===== src/rtl/shift_arbiter.sv =====
// Two-requester front end time-sharing one external combinational right shifter.
// Define SHIFT_ARB_RR_EN for round-robin arbitration; otherwise requester 0 has fixed priority.
module shift_arbiter #(
    parameter logic RR_INIT = 1'b0
) (
    input  logic        clk,
    input  logic        reset,
    input  logic        req0_valid,
    input  logic [31:0] req0_a,
    input  logic [4:0]  req0_amt,
    input  logic        req0_arith,
    output logic        req0_ready,
    input  logic        req1_valid,
    input  logic [31:0] req1_a,
    input  logic [4:0]  req1_amt,
    input  logic        req1_arith,
    output logic        req1_ready,
    output logic        rsp0_valid,
    input  logic        rsp0_ready,
    output logic        rsp1_valid,
    input  logic        rsp1_ready,
    output logic [31:0] rsp_data,
    output logic [31:0] sh_a,
    output logic [31:0] sh_b,
    output logic        sh_s,
    input  logic [31:0] sh_r,
    output logic        busy
);

    typedef enum logic [1:0] {IDLE, SHIFT, RESP} state_t;

    state_t      state;
    logic [31:0] lat_a;
    logic [4:0]  lat_amt;
    logic        lat_arith;
    logic        grant_id;
    logic        grant_valid;
    logic        grant_sel;
    logic        accept;
    logic        rsp_fire;

`ifdef SHIFT_ARB_RR_EN
    logic prio;

    // On a tie the pointer decides; a lone request always wins.
    always_comb begin
        grant_valid = req0_valid | req1_valid;
        if (req0_valid && req1_valid) begin
            grant_sel = prio;
        end else begin
            grant_sel = req1_valid;
        end
    end
`else
    logic unused_rr_init;
    assign unused_rr_init = RR_INIT;

    always_comb begin
        grant_valid = req0_valid | req1_valid;
        grant_sel   = ~req0_valid;
    end
`endif

    // Ready is masked during reset so nothing is accepted while the block is held.
    assign accept     = (state == IDLE) && !reset && grant_valid;
    assign req0_ready = accept && !grant_sel;
    assign req1_ready = accept && grant_sel;

    assign rsp0_valid = (state == RESP) && !grant_id;
    assign rsp1_valid = (state == RESP) && grant_id;
    assign rsp_fire   = grant_id ? rsp1_ready : rsp0_ready;
    assign busy       = (state != IDLE);

    assign sh_a = lat_a;
    assign sh_b = {27'b0, lat_amt};
    assign sh_s = lat_arith & lat_a[31];

    always_ff @(posedge clk or posedge reset) begin
        if (reset) begin
            state     <= IDLE;
            lat_a     <= '0;
            lat_amt   <= '0;
            lat_arith <= 1'b0;
            grant_id  <= 1'b0;
            rsp_data  <= '0;
`ifdef SHIFT_ARB_RR_EN
            prio      <= RR_INIT;
`endif
        end else begin
            case (state)
                IDLE: begin
                    if (accept) begin
                        lat_a     <= grant_sel ? req1_a : req0_a;
                        lat_amt   <= grant_sel ? req1_amt : req0_amt;
                        lat_arith <= grant_sel ? req1_arith : req0_arith;
                        grant_id  <= grant_sel;
                        state     <= SHIFT;
                    end
                end
                SHIFT: begin
                    rsp_data <= sh_r;
                    state    <= RESP;
                end
                RESP: begin
                    if (rsp_fire) begin
                        state <= IDLE;
`ifdef SHIFT_ARB_RR_EN
                        prio  <= ~grant_id;
`endif
                    end
                end
                default: state <= IDLE;
            endcase
        end
    end

endmodule

===== config.mk =====
export PLATFORM = sky130hd
export DESIGN_NAME = shift_arbiter
export DESIGN_NICKNAME = d
export VERILOG_FILES = /design/src/rtl/shift_arbiter.sv
export SDC_FILE = /design/constraint.sdc
export NUM_CORES = 1
export LEC_CHECK = 0
export CAP_MARGIN = 20
export CORE_ASPECT_RATIO = 0.6
export CORE_MARGIN = 2
export CORE_UTILIZATION = 40
export CTS_CLUSTER_SIZE = 10
export DETAILED_ROUTE_END_ITERATION = 6
export GPL_TIMING_DRIVEN = 0
export PLACE_DENSITY = 0.95
export SLEW_MARGIN = 25
export SYNTH_ARGS = -nofsm -noshare
export SYNTH_HDL_FRONTEND = slang
export SYNTH_SLANG_ARGS = --single-unit

===== constraint.sdc =====
create_clock -name clk -period 4.1 [get_ports clk]
set_input_delay 0.41 -clock clk [delete_from_list [all_inputs] [get_ports clk]]
set_output_delay 0.41 -clock clk [all_outputs]
set_load 0.02 [all_outputs]

==> summary.md <==
| Metric | Value |
|---|---|
| Status | finished, final reports clean |
| R2R depth | 3 |
| Max-slew headroom | 37.83% |
| Dpl cells | 618 |
| Setup TNS | 0 ns |
| Initial Util | 40.83% |
| Critical path class | in -> out |
| Most frequent cells in the layout | 187 x clkdlybuf4s50_1, 73 x dfrtp_1, 33 x mux2_2, 31 x and2_1, 31 x a31oi_1 |
| Via density | 4.907 |
| Actual slew at the worst max-slew pin | 0.9301 ns |
| Die extent in x | 124.0 um |
| Hold_buf cts | 0 |
| DP Area | 5585 um2 |
| Routed Antenna Nets | 0 |
| Setup crit start | reset |
| Post-route DRC | 0 |
| P&R area growth vs syn | 70.58% |
| Util after Layout | 69.65% |
| RD Place Congestion | 0.8524 |
| GRT overflow | 0 |
| Synth cell types | 25 |
| CTS tree | yes |
| Total power | 4.173 mW |
| Worst r2r dst | lat_amt[1]$_DFFE_PP0P_ |
| Most frequent CP cell | clkdlybuf4s50_1 |
| Seq cells post-synth | 73 |
| Slowest stage cell, crit path | nor4b_2 |
| Most common cell after layout, fill and taps aside | clkdlybuf4s50_1 |
| Post-Layout Cell Count | 634 |
| PwrDens | 708.4 nW/um2 |
| Final Routed Wirelength | 10570 um |
| Site Rows | 26 |
| Setup Skew | 0.005189 ns |
| Design area | 5891 um2 |
| Worst Path Required | 3.69 ns |
| Startpoint types | input port |
| Max VDD drop | 377.4 uV |
| CTS Buffer Depth | 2 |
| Dominant cells by area after synthesis | dfrtp_1 53%, mux2_2 11%, o2bb2ai_1 7.6% |
| Global-route wire length before repair | 16850 um |
| Io pins | 216 |
| Synth async-reset ratio | 100.0% |
| Yosys top cell area share | 52.90% |
| Final WS setup | 1.106 ns |
| Final worst-path cycle share | 73.03% |
| Register area share after synthesis | 52.90% |
| Wire per inst | 16.67 um |
| Port bufs | 187 |
| EDFF count, synth | 0 |
| Fin Hold WS | 0.4876 ns |
| MaxCap Viol Count | 0 |
| Dpl ws | 1.132 ns |
| Core area | 8458 um2 |
| Worst path arrival time | 2.58 ns |
| Post-CTS setup buffer count | 0 |
| 1st-pass router iterations | 5 |
| Crit-path max FO | 10 |
| Post-Syn Area | 3453 um2 |
| Post-Syn Area per Cell | 11.83 um2 |
| Vias after detailed routing | 3111 |
| Minimum clock period | 2.994 ns |
| Mapped Cells | 292 |
| Cts bufs inserted | 9 |
| Critical-path cell list | clkdlybuf4s50_1 > nor4b_2 > and2_1 > clkdlybuf4s50_1 |
| Synth Flop Type | dfrtp_1 |
| Post-cts sizing count | 0 |
| Reg2Reg Setup Slack | 2.44 ns |
| FF-to-FF Start | state[0]$_DFFE_PP0P_ |
| Unrepaired setup endpoints after global routing | no |
| Clock H-tree levels | 3 |
| Hold Crit Class | reg -> reg |
| GRT Total Usage | 23.08% |
| NumNets Final | 631 |
| Clock Tree Root | clkbuf_16 |
| Yosys warns | 0 |
| Final Slew Violations | 0 |
| # diodes | 0 |
| Slowest cell delay on critical path | 0.81 ns |
| Vias in the first global route | 3367 |
| Largest net degree at the start of global routing | 42 |
| Final HPWL DP | 8255 um |
| Clk_lat worst skew | 0.32 ns |
| # clock sinks | 73 |
| Critical Path End | req1_ready |
| Antenna violations before repair | 0 |
| Leakage | 2.484 nW |
| Die ar. | 9417 um2 |
| Yosys top cell by area | dfrtp_1 |
| Layout cells sized above 1 | 17.43% |
| Initial DRC count | 126 |
| Hold Vio Cnt, Final | 0 |
| Clk pin slew, worst setup/hold paths | 0.05 ns |
| Final setup fails | 0 |
| CP Capture Type | primary output |
| Fmax | 334.0 MHz |
| Die height | 75.97 um |
==> cell families after synthesis <==
group	after synthesis	share of synthesized area [%]
multiplexers	33	10.76
buffers and inverters	54	9.819
AND/OR/NAND/NOR	54	9.493
other	1	0.1086
flip-flops	73	52.90
AO/OA/AOI/OAI	77	16.92
==> worst min-delay path by stage <==
stage | startpoint | slack (ns) | end | cells after the start
floorplan | lat_arith$_DFFE_PP0P_ | 0.49 | lat_arith$_DFFE_PP0P_ | 2
global placement | sh_a[11]$_DFFE_PP0P_ | 0.47 | sh_a[11]$_DFFE_PP0P_ | 1
detailed placement | sh_a[25]$_DFFE_PP0P_ | 0.47 | sh_a[25]$_DFFE_PP0P_ | 1
CTS | sh_a[25]$_DFFE_PP0P_ | 0.49 | sh_a[25]$_DFFE_PP0P_ | 1
global route | sh_a[28]$_DFFE_PP0P_ | 0.50 | sh_a[28]$_DFFE_PP0P_ | 1
finish | sh_a[8]$_DFFE_PP0P_ | 0.49 | sh_a[8]$_DFFE_PP0P_ | 1
==> sequential cells by signal, indices dropped and copies added (netlist names) <==
register   count
lat_amt        5
sh_a          32
lat_arith      1
state          2
grant_id       1
rsp_data      32
==> power breakdown <==
| part | leakage [nW] | internal (mW) | switching (mW) |
|---|---|---|---|
| logic | 1.46 | 1.08 | 0.974 |
| clock network | 0.148 | 0.533 | 0.274 |
| registers | 0.878 | 1.09 | 0.224 |
| total | 2.48 | 2.70 | 1.47 |
==> synthesized netlist by cell type (2+ instances only) <==
cell type / number
nand2_1: 8
a31oi_1: 31
buf_4: 27
a22oi_1: 8
clkbuf_1: 10
o2bb2ai_1: 30
dfrtp_1: 73
nor2_1: 5
mux2_2: 33
a32oi_1: 6
and2_1: 31
inv_1: 4
buf_2: 10
nor3b_1: 2
buf_6: 3
nand2b_1: 2
==> worst max-delay path: cells and delay by family <==
kind / cells / cell delay (ns)
and+or+nand+nor: 2 / 1.03
buffers and inverters: 2 / 1.14
==> per-layer routing <==
layer	GRT usage (%)	wire, um
met1	27.38	4421
met2	41.32	5393
met3	5.913	591
met4	6.292	162
met5	0	0
==> final cells by class <==
class                      instances  area, um2
clock buffer                      13      240.2
fill                             640       2567
buffer                            50      324.1
clock inverter                     3      65.06
multi-input combinational        191       1385
inverter                           4      17.52
sequential                        73       1827
tap                              112      140.1
timing repair buffer             188       1892
No activity file was read; power rests on OpenSTA's default activity.
